`config.mk`:
```
export PLATFORM = sky130hd
export DESIGN_NAME = mac_acc_buffer
export DESIGN_NICKNAME = d
export VERILOG_FILES = /design/src/rtl/mac_acc_buffer_pkg.sv /design/src/rtl/mac_acc_buffer_if.sv /design/src/rtl/mac_acc_buffer_regfile.sv /design/src/rtl/mac_acc_buffer.sv
export SDC_FILE = /design/constraint.sdc
export NUM_CORES = 1
export LEC_CHECK = 0
export ABC_CLOCK_PERIOD_IN_PS = 3700
export BUFFER_PORTS_ARGS = -buffer_cell sky130_fd_sc_hd__buf_4
export CORE_ASPECT_RATIO = 1.75
export CORE_MARGIN = 1.5
export CORE_UTILIZATION = 52
export DETAILED_ROUTE_END_ITERATION = 10
export GPL_TIMING_DRIVEN = 0
export PLACE_DENSITY_LB_ADDON = 0.12
export SLEW_MARGIN = 20
export SYNTH_ARGS = -nofsm -noshare
export SYNTH_HDL_FRONTEND = slang
export SYNTH_SLANG_ARGS = --single-unit
```
`constraint.sdc`:
```
create_clock -name clk_i -period 3.7 [get_ports clk_i]
set_input_delay 0.185 -clock clk_i [delete_from_list [all_inputs] [get_ports clk_i]]
set_output_delay 0.185 -clock clk_i [all_outputs]
set_load 0.02 [all_outputs]
```
`src/rtl/mac_acc_buffer_pkg.sv`:
```
// Shared types for the MAC accumulator buffer: FSM states, result width and default depth.
`ifndef OUTPUT_BUF_SIZE
`define OUTPUT_BUF_SIZE 32
`endif

package npu_acc_pkg;
  localparam int ACC_W       = `OUTPUT_BUF_SIZE;
  localparam int MAX_OUT_DEF = 16;

  typedef logic [ACC_W-1:0] acc_dat_t;

  typedef enum logic [1:0] {
    ST_IDLE  = 2'd0,
    ST_ACCUM = 2'd1,
    ST_DRAIN = 2'd2
  } acc_state_e;
endpackage

```
`src/rtl/mac_acc_buffer_if.sv`:
```
// Result-store access bundle: one write port and one combinational read port.
import npu_acc_pkg::*;

interface mac_acc_buffer_if #(
  parameter int DEPTH = MAX_OUT_DEF
);
  localparam int IDX_W = (DEPTH > 1) ? $clog2(DEPTH) : 1;

  logic             wr_en;
  logic [IDX_W-1:0] wr_idx;
  acc_dat_t         wr_dat;
  logic [IDX_W-1:0] rd_idx;
  acc_dat_t         rd_dat;

  modport master (output wr_en, output wr_idx, output wr_dat, output rd_idx, input rd_dat);
  modport slave  (input wr_en, input wr_idx, input wr_dat, input rd_idx, output rd_dat);
endinterface

```
`src/rtl/mac_acc_buffer_regfile.sv`:
```
// Result store: DEPTH entries, one synchronous write, one combinational read.
import npu_acc_pkg::*;

module acc_res_regfile #(
  parameter int DEPTH = MAX_OUT_DEF
) (
  input logic              clk_i,
  mac_acc_buffer_if.slave  rf
);
  acc_dat_t mem [DEPTH];

  // Contents are left unreset; the read side only reaches entries written in the current job.
  always_ff @(posedge clk_i) begin
    if (rf.wr_en) begin
      mem[rf.wr_idx] <= rf.wr_dat;
    end
  end

  assign rf.rd_dat = mem[rf.rd_idx];
endmodule

```
`src/rtl/mac_acc_buffer.sv`:
```
// Accumulator side of the MAC: feeds the running partial sum back, retires a result every
// k_len beats, and streams n_out results to the output stage over valid/ready.
import npu_acc_pkg::*;

module mac_acc_buffer #(
  parameter int MAX_OUT = MAX_OUT_DEF,
  parameter int K_W     = 16,
  parameter int N_W     = $clog2(MAX_OUT) + 1
) (
  input  logic           clk_i,
  input  logic           rst_i,
  input  logic           start_i,
  input  logic [K_W-1:0] cfg_k_len_i,
  input  logic [N_W-1:0] cfg_n_out_i,
  input  logic           mac_val_i,
  input  acc_dat_t       mac_sum_i,
  output acc_dat_t       mac_acc_o,
  output logic           busy_o,
  output logic           out_valid_o,
  input  logic           out_ready_i,
  output acc_dat_t       out_dat_o,
  output logic           out_last_o,
  output logic           done_o,
  output logic           err_o
);
  localparam int             IDX_W = (MAX_OUT > 1) ? $clog2(MAX_OUT) : 1;
  localparam logic [N_W-1:0] MAX_N = N_W'(MAX_OUT);
  localparam logic [N_W-1:0] ONE_N = N_W'(1);
  localparam logic [K_W-1:0] ONE_K = K_W'(1);

  acc_state_e     state_reg, state_next;
  acc_dat_t       acc_run_reg, acc_run_next;
  logic [K_W-1:0] k_cnt_reg, k_cnt_next;
  logic [K_W-1:0] k_len_reg, k_len_next;
  logic [N_W-1:0] n_out_reg, n_out_next;
  logic [N_W-1:0] wr_idx_reg, wr_idx_next;
  logic [N_W-1:0] rd_idx_reg, rd_idx_next;
  logic           done_reg, done_next;
  logic           err_reg, err_next;
  logic           wr_en;
  logic [N_W-1:0] n_cfg;

  mac_acc_buffer_if #(.DEPTH(MAX_OUT)) rf_bus ();

  acc_res_regfile #(.DEPTH(MAX_OUT)) u_regfile (
    .clk_i (clk_i),
    .rf    (rf_bus.slave)
  );

  assign rf_bus.wr_en  = wr_en;
  assign rf_bus.wr_idx = wr_idx_reg[IDX_W-1:0];
  assign rf_bus.wr_dat = mac_sum_i;
  assign rf_bus.rd_idx = rd_idx_reg[IDX_W-1:0];

  always_ff @(posedge clk_i) begin
    if (rst_i) begin
      state_reg   <= ST_IDLE;
      acc_run_reg <= '0;
      k_cnt_reg   <= '0;
      k_len_reg   <= '0;
      n_out_reg   <= '0;
      wr_idx_reg  <= '0;
      rd_idx_reg  <= '0;
      done_reg    <= 1'b0;
      err_reg     <= 1'b0;
    end else begin
      state_reg   <= state_next;
      acc_run_reg <= acc_run_next;
      k_cnt_reg   <= k_cnt_next;
      k_len_reg   <= k_len_next;
      n_out_reg   <= n_out_next;
      wr_idx_reg  <= wr_idx_next;
      rd_idx_reg  <= rd_idx_next;
      done_reg    <= done_next;
      err_reg     <= err_next;
    end
  end

  always_comb begin
    state_next   = state_reg;
    acc_run_next = acc_run_reg;
    k_cnt_next   = k_cnt_reg;
    k_len_next   = k_len_reg;
    n_out_next   = n_out_reg;
    wr_idx_next  = wr_idx_reg;
    rd_idx_next  = rd_idx_reg;
    done_next    = 1'b0;
    err_next     = err_reg;
    wr_en        = 1'b0;
    n_cfg        = (cfg_n_out_i > MAX_N) ? MAX_N : cfg_n_out_i;

    // A beat the FSM cannot use is a protocol error; an accepted start below still clears it.
    if (mac_val_i && (state_reg != ST_ACCUM)) begin
      err_next = 1'b1;
    end

    case (state_reg)
      ST_IDLE: begin
        if (start_i) begin
          k_len_next   = (cfg_k_len_i == '0) ? ONE_K : cfg_k_len_i;
          n_out_next   = n_cfg;
          acc_run_next = '0;
          k_cnt_next   = '0;
          wr_idx_next  = '0;
          err_next     = 1'b0;
          if (n_cfg == '0) begin
            done_next = 1'b1;
          end else begin
            state_next = ST_ACCUM;
          end
        end
      end
      ST_ACCUM: begin
        if (mac_val_i) begin
          if (k_cnt_reg == k_len_reg - ONE_K) begin
            wr_en        = 1'b1;
            acc_run_next = '0;
            k_cnt_next   = '0;
            wr_idx_next  = wr_idx_reg + ONE_N;
            if (wr_idx_reg == n_out_reg - ONE_N) begin
              state_next  = ST_DRAIN;
              rd_idx_next = '0;
            end
          end else begin
            acc_run_next = mac_sum_i;
            k_cnt_next   = k_cnt_reg + ONE_K;
          end
        end
      end
      ST_DRAIN: begin
        if (out_ready_i) begin
          rd_idx_next = rd_idx_reg + ONE_N;
          if (rd_idx_reg == n_out_reg - ONE_N) begin
            state_next = ST_IDLE;
            done_next  = 1'b1;
          end
        end
      end
      default: state_next = ST_IDLE;
    endcase
  end

  assign mac_acc_o   = (state_reg == ST_ACCUM) ? acc_run_reg : '0;
  assign busy_o      = (state_reg == ST_ACCUM) || (state_reg == ST_DRAIN);
  assign out_valid_o = (state_reg == ST_DRAIN);
  assign out_dat_o   = out_valid_o ? rf_bus.rd_dat : '0;
  assign out_last_o  = out_valid_o && (rd_idx_reg == n_out_reg - ONE_N);
  assign done_o      = done_reg;
  assign err_o       = err_reg;
endmodule

```
**After elaboration in Yosys (flattened, before gate mapping)**

Memories as Yosys holds them, arrays and structs flattened. A register that Yosys moved wholly into a read port is not among the register bits.
Cells that the tools add are included.

- Bits in registers: 83
- RAM bits: 512
- Output and inout port bits: 69
- Word-level logic and storage cells: 86
- Memories: 1

Memories:

| name | words | width | rd ports | clocked after memory_dff | write ports | RTL line | text |
|---|---|---|---|---|---|---|---|
| u_regfile.mem | 16 | 32 | 1 | 1 | 1 | mac_acc_buffer_regfile.sv:10 | `acc_dat_t mem [DEPTH];` |

- Add/sub/neg operators: 5
- $lt $le $gt $ge: 1
- Equal/unequal tests: 13
- Multiplexer cells: 44
- Reduce and logical (&&, ||, !) cells: 13

Operator list:

| operator | number |
|---|---|
| 32-bit 2-to-1 mux | 5 |
| 16-bit 2-to-1 mux | 4 |
| 32-bit one-hot mux with 2 select lines | 1 |
| 5-bit 2-to-1 mux | 8 |
| 16-bit one-hot mux with 2 select lines | 1 |
| 5-bit one-hot mux with 2 select lines | 2 |
| 16-bit by 1-bit adder with 16-bit output (second input constant) | 1 |
| 16-bit == test | 1 |
| 16-bit logical NOT | 1 |
| 16-bit by 1-bit subtractor with 16-bit output (second input constant) | 1 |
| 2-bit 2-to-1 mux | 7 |
| 1-bit 2-to-1 mux | 12 |
| 5-bit by 1-bit adder with 5-bit output (second input constant) | 2 |
| 5-bit == test | 2 |
| 2-bit != test (second input constant) | 5 |
| 4-bit 2-to-1 mux | 2 |
| 7-bit AND reduction | 1 |
| 2-bit by 1-bit != test with 1-bit output (second input constant) | 3 |
| 2-bit one-hot mux with 3 select lines | 1 |
| 5-bit > comparator (second input constant) | 1 |
| 5-bit logical NOT | 1 |
| 5-bit AND reduction | 1 |
| 5-bit by 1-bit subtractor with 5-bit output (second input constant) | 1 |
| 4-bit AND reduction | 1 |
| other kinds (9) | 11 |

**Logic depth before layout (Yosys ltp)**

- Depth after elaboration: 8
- Depth in mapped cells: 12

**Hierarchy**

From an unflattened synthesis, not the netlist that was laid out.

- Cells, all modules: 1317
- Area total of the unflattened synthesis: 23822.8 µm²

Modules (own cells, without submodules):

| module | instances | cells an instance | area an instance (µm²) | seq. area each (µm²) |
|---|---|---|---|---|
| acc_res_regfile | 1 | 806 | 19194.7 | 15374.7 |
| mac_acc_buffer | 1 | 511 | 4628.2 | 1661.6 |

**Worst setup path before layout**

No wires, ideal clock.

- Path type: register to register
- From: register k_len_reg[0]
- To: memory u_regfile.mem[0][0] in the netlist's numbering, enable pin
- Library setup time: 392 ps
- Arrival time: 3660 ps
- Data required time: 3308 ps
- Slack: -352 ps
- Stages on the path, launching flop included: 11
- Cell sequence: dfxtp_1 inv_1 ha_1 buf_2 or4b_1 or4_1 a21boi_0 nor4_2 nand4_1 nor4_1 and2_1

- Longest elaborated chain between the ends: 7

Ends and longest elaborated chain:

| element | RTL line | text |
|---|---|---|
| start, declared | mac_acc_buffer.sv:34 | `logic [K_W-1:0] k_len_reg, k_len_next;` |
| start signal, assigned | mac_acc_buffer.sv:70 | `k_len_reg <= k_len_next;` |
| 16-bit by 1-bit subtractor with 16-bit output | mac_acc_buffer.sv:115 | `if (k_cnt_reg == k_len_reg - ONE_K) begin` |
| 16-bit == test | mac_acc_buffer.sv:115 |  |
| 1-bit 2-to-1 mux | mac_acc_buffer.sv:115 |  |
| 1-bit 2-to-1 mux | mac_acc_buffer.sv:114 | `if (mac_val_i) begin` |
| 1-bit 2-to-1 mux | mac_acc_buffer.sv:97 | `case (state_reg)` |
| 1-bit 2-to-1 mux | mac_acc_buffer_regfile.sv:14 | `if (rf.wr_en) begin` |
| 1-bit 2-to-1 mux (not written as such) | mac_acc_buffer_regfile.sv:15 | `mem[rf.wr_idx] <= rf.wr_dat;` |
| end, declared | mac_acc_buffer_regfile.sv:10 |  |

Every way passes these cells.

**Worst setup path after layout**

- From: register k_len_reg[9]
- To: memory u_regfile.mem[7][28] in the netlist's numbering, enable pin

Same word-level chain as after synthesis.

==> qor.csv <==
metric,value,unit
outcome,"complete, but fails checks",
violations,DRC,
yosysSeqAreaShare,70.5,%
final_hold_viol_count,0,
max_cap_violations,0,
drtIter0Drc,1264,
cts-buffers-inserted,52,
p_total,14.6,mW
min_to,done_o,
grt_antenna_before_repair,1,
async_reset_ff_share,0,%
arrival,3.99,ns
period_share,99.9,%
grt_usage,28.1,%
grt_pass1_vias,14600,
place_hpwl,36600,µm
antenna_cells,0,
synth_edf_count,512,
hp-class,primary input to flop,
drt-pass1-iter-count,10,
cts.sinks,599,
skew,0.0272,ns
gp_congestion,0.856,
final_cell_area,0.0303,mm²
grt_max_degree,18,
initial_core_util,52.7,%
syn_area,0.0243,mm²
grt_util_met2,52.5,%
ant_nets,0,
drv_slew,0,
grt-ovfl-total,0,
grt_pass1_wl,96500,µm
die_area,0.0481,mm²
p_per_area,483,mW/mm²
busiest_layer,met2,
yosysWarnings,0,
hold_depth,3,
ys.flop_type,edfxtp_1,
syn_avg_cell_area,18.1,µm²
setup_tns,0,ns
h-tree-depth,2,
ir_drop,0.000394,V
worst_ep_required_time,4.00,ns
fin_crit,3.69,ns
placed_cells,2052,
rr_worst_depth,11,
cts-root-buf,clkbuf_16,
fmax,0.271,GHz
viasPerCell,6.15,
final_nets,1762,
vias,14300,
cp_max_fo,6,
io_pins,127,
drc,14,
ys_ff_latch,599,
maxSlewHeadroom,29.6,%
fin_hold_ws,0.0949,ns
p_leak,10.1,nW
use_met1,33.1,%
hold_path_startpoint,out_ready_i,
wl_per_cell,28.8,µm
r2r-end,u_regfile.mem[7][28],
clock_latency,0.61,ns
clk_pin_slew,0.07,ns
grt_use_met3,3.18,%
reg2reg_from,k_len_reg[9],
synth_cell_types,68,
synthCells,1343,
setup_viol_count_final,0,
cts_tree,done,
die_y,289,µm
tightest_slew,1.06,ns
worst_setup_path_start_kind,flop,
area_growth,24.6,%
fp-row-count,104,
placed_cell_area,0.0260,mm²
fin_cells,2320,
reg2reg_setup_slack,0.005,ns
synth_nets,1412,
routed_wl,66800,µm
port_buffers,125,
largest_reg_flops,512,
core,0.0461,mm²
clock_path_buffers,3,
crit_type,flop to flop,
final_layout_size_suffix_gt1_share,32.2,%
die_x,166,µm
end_kind,flop,
power by group:
part / total, mW / switching [mW] / internal [mW]
registers: 7.45 / 0.0670 / 7.38
clock network: 5.67 / 2.46 / 3.21
logic: 1.50 / 0.929 / 0.570
critical path, stage by stage (launching register included):
cell      delay [ns]
dfxtp_2         0.37
or3_4           0.40
or4_4           0.58
or3_4           0.37
a211oi_4        0.37
nand4_1         0.16
buf_6           0.17
buf_4           0.14
nor4b_4         0.28
buf_4           0.20
and2_4          0.21
buf_12          0.16
repair_timing:
action	CTS	global route
cloned	15	0
pin swaps	31	9
hold endpoints to repair	537	0
hold buffers	55	0
resized for setup	64	43
setup buffers	91	11
setup endpoints to repair	578	431
metal layers:
metal,part of all wire (%),wire length (µm)
met3,5.8,3840
met2,54,36400
met1,36,23800
met4,4.1,2710
met5,0.010,7
how the worst max path moves through the flow:
stage	cells past startpoint	to	from	slack, ns
floorplan	10	u_regfile.mem[4][0]	k_len_reg[0]	0.02
global placement	10	u_regfile.mem[6][26]	k_len_reg[0]	-1.02
detailed placement	10	u_regfile.mem[7][20]	k_len_reg[0]	-1.10
CTS	6	out_dat_o[27]	flop	0.0002
global route	11	u_regfile.mem[7][28]	k_len_reg[9]	-0.02
finish	11	u_regfile.mem[7][28]	k_len_reg[9]	0.005
layout make-up:
cell class / count / area (µm²)
buffer: 78 / 378
clock inverter: 26 / 308
timing repair buffer: 283 / 3140
multi-input combinational: 663 / 7080
fill: 3187 / 15800
clock buffer: 72 / 1440
inverter: 16 / 60.1
sequential: 599 / 17100
tap: 583 / 729
cells in the final DEF, fill, tap and decap left out, types with 7 or more instances in the layout:
| cell type | n |
|---|---|
| edfxtp_1 | 512 |
| mux4_2 | 160 |
| buf_4 | 159 |
| dfxtp_1 | 82 |
| buf_12 | 68 |
| and2_1 | 67 |
| nand2_1 | 67 |
| nor2_1 | 63 |
| dlygate4sd3_1 | 55 |
| clkbuf_1 | 54 |
| clkbuf_16 | 53 |
| a2bb2oi_1 | 33 |
| and2_4 | 31 |
| xor2_1 | 24 |
| xnor2_1 | 23 |
| a21oi_1 | 20 |
| clkbuf_2 | 17 |
| inv_1 | 13 |
| a22o_1 | 12 |
| nor3_1 | 11 |
| nor4_1 | 11 |
| buf_2 | 10 |
| nand3_1 | 10 |
| ha_1 | 10 |
| a31oi_1 | 9 |
| nand4_1 | 9 |
| clkinv_1 | 9 |
| clkinv_2 | 9 |
| o21ai_0 | 8 |
| bufinv_16 | 7 |
through the flow:
stage	setup WS [ns]	util, %
after floorplan	0.0170	-
after global placement	-1.02	56.4
after detailed placement	-1.10	56.5
after CTS	0.000240	65.5
after global routing	-0.0161	65.7
final	0.00519	65.7
synthesized netlist by cell type (3+ instances only):
cell | count | area (µm²)
ha_1 | 11 | 138
xnor2_1 | 23 | 201
mux2i_1 | 5 | 50.1
nor2_1 | 63 | 236
a21oi_1 | 20 | 100
o21ai_0 | 8 | 40.0
nand2b_1 | 3 | 18.8
inv_1 | 14 | 52.6
nor4_1 | 13 | 81.3
a2bb2oi_1 | 33 | 289
dfxtp_1 | 87 | 1740
nor2b_1 | 4 | 25.0
mux4_2 | 160 | 3600
or3_1 | 7 | 43.8
edfxtp_1 | 512 | 15400
nor3_1 | 12 | 60.1
a31oi_1 | 9 | 56.3
a221oi_1 | 4 | 35.0
buf_2 | 8 | 40.0
nand2_1 | 67 | 251
a22o_1 | 12 | 105
nand3b_1 | 5 | 37.5
or4_1 | 4 | 30.0
o32ai_1 | 3 | 26.3
nand4_1 | 9 | 56.3
and4_1 | 5 | 43.8
a21boi_0 | 3 | 22.5
and2_1 | 83 | 519
nand3_1 | 10 | 50.1
and3_1 | 4 | 25.0
clkbuf_1 | 57 | 214
xor2_1 | 24 | 210
buf_1 | 14 | 52.6
logic make-up after synthesis:
| family | share of synthesized area [%] |
|---|---|
| compound gates | 3.89 |
| xor+xnor | 1.88 |
| fa+ha+maj | 0.567 |
| buf+inv | 1.54 |
| flops | 70.5 |
| mux | 15.1 |
| simple gates | 6.57 |
(Power assumes the default switching activity.)
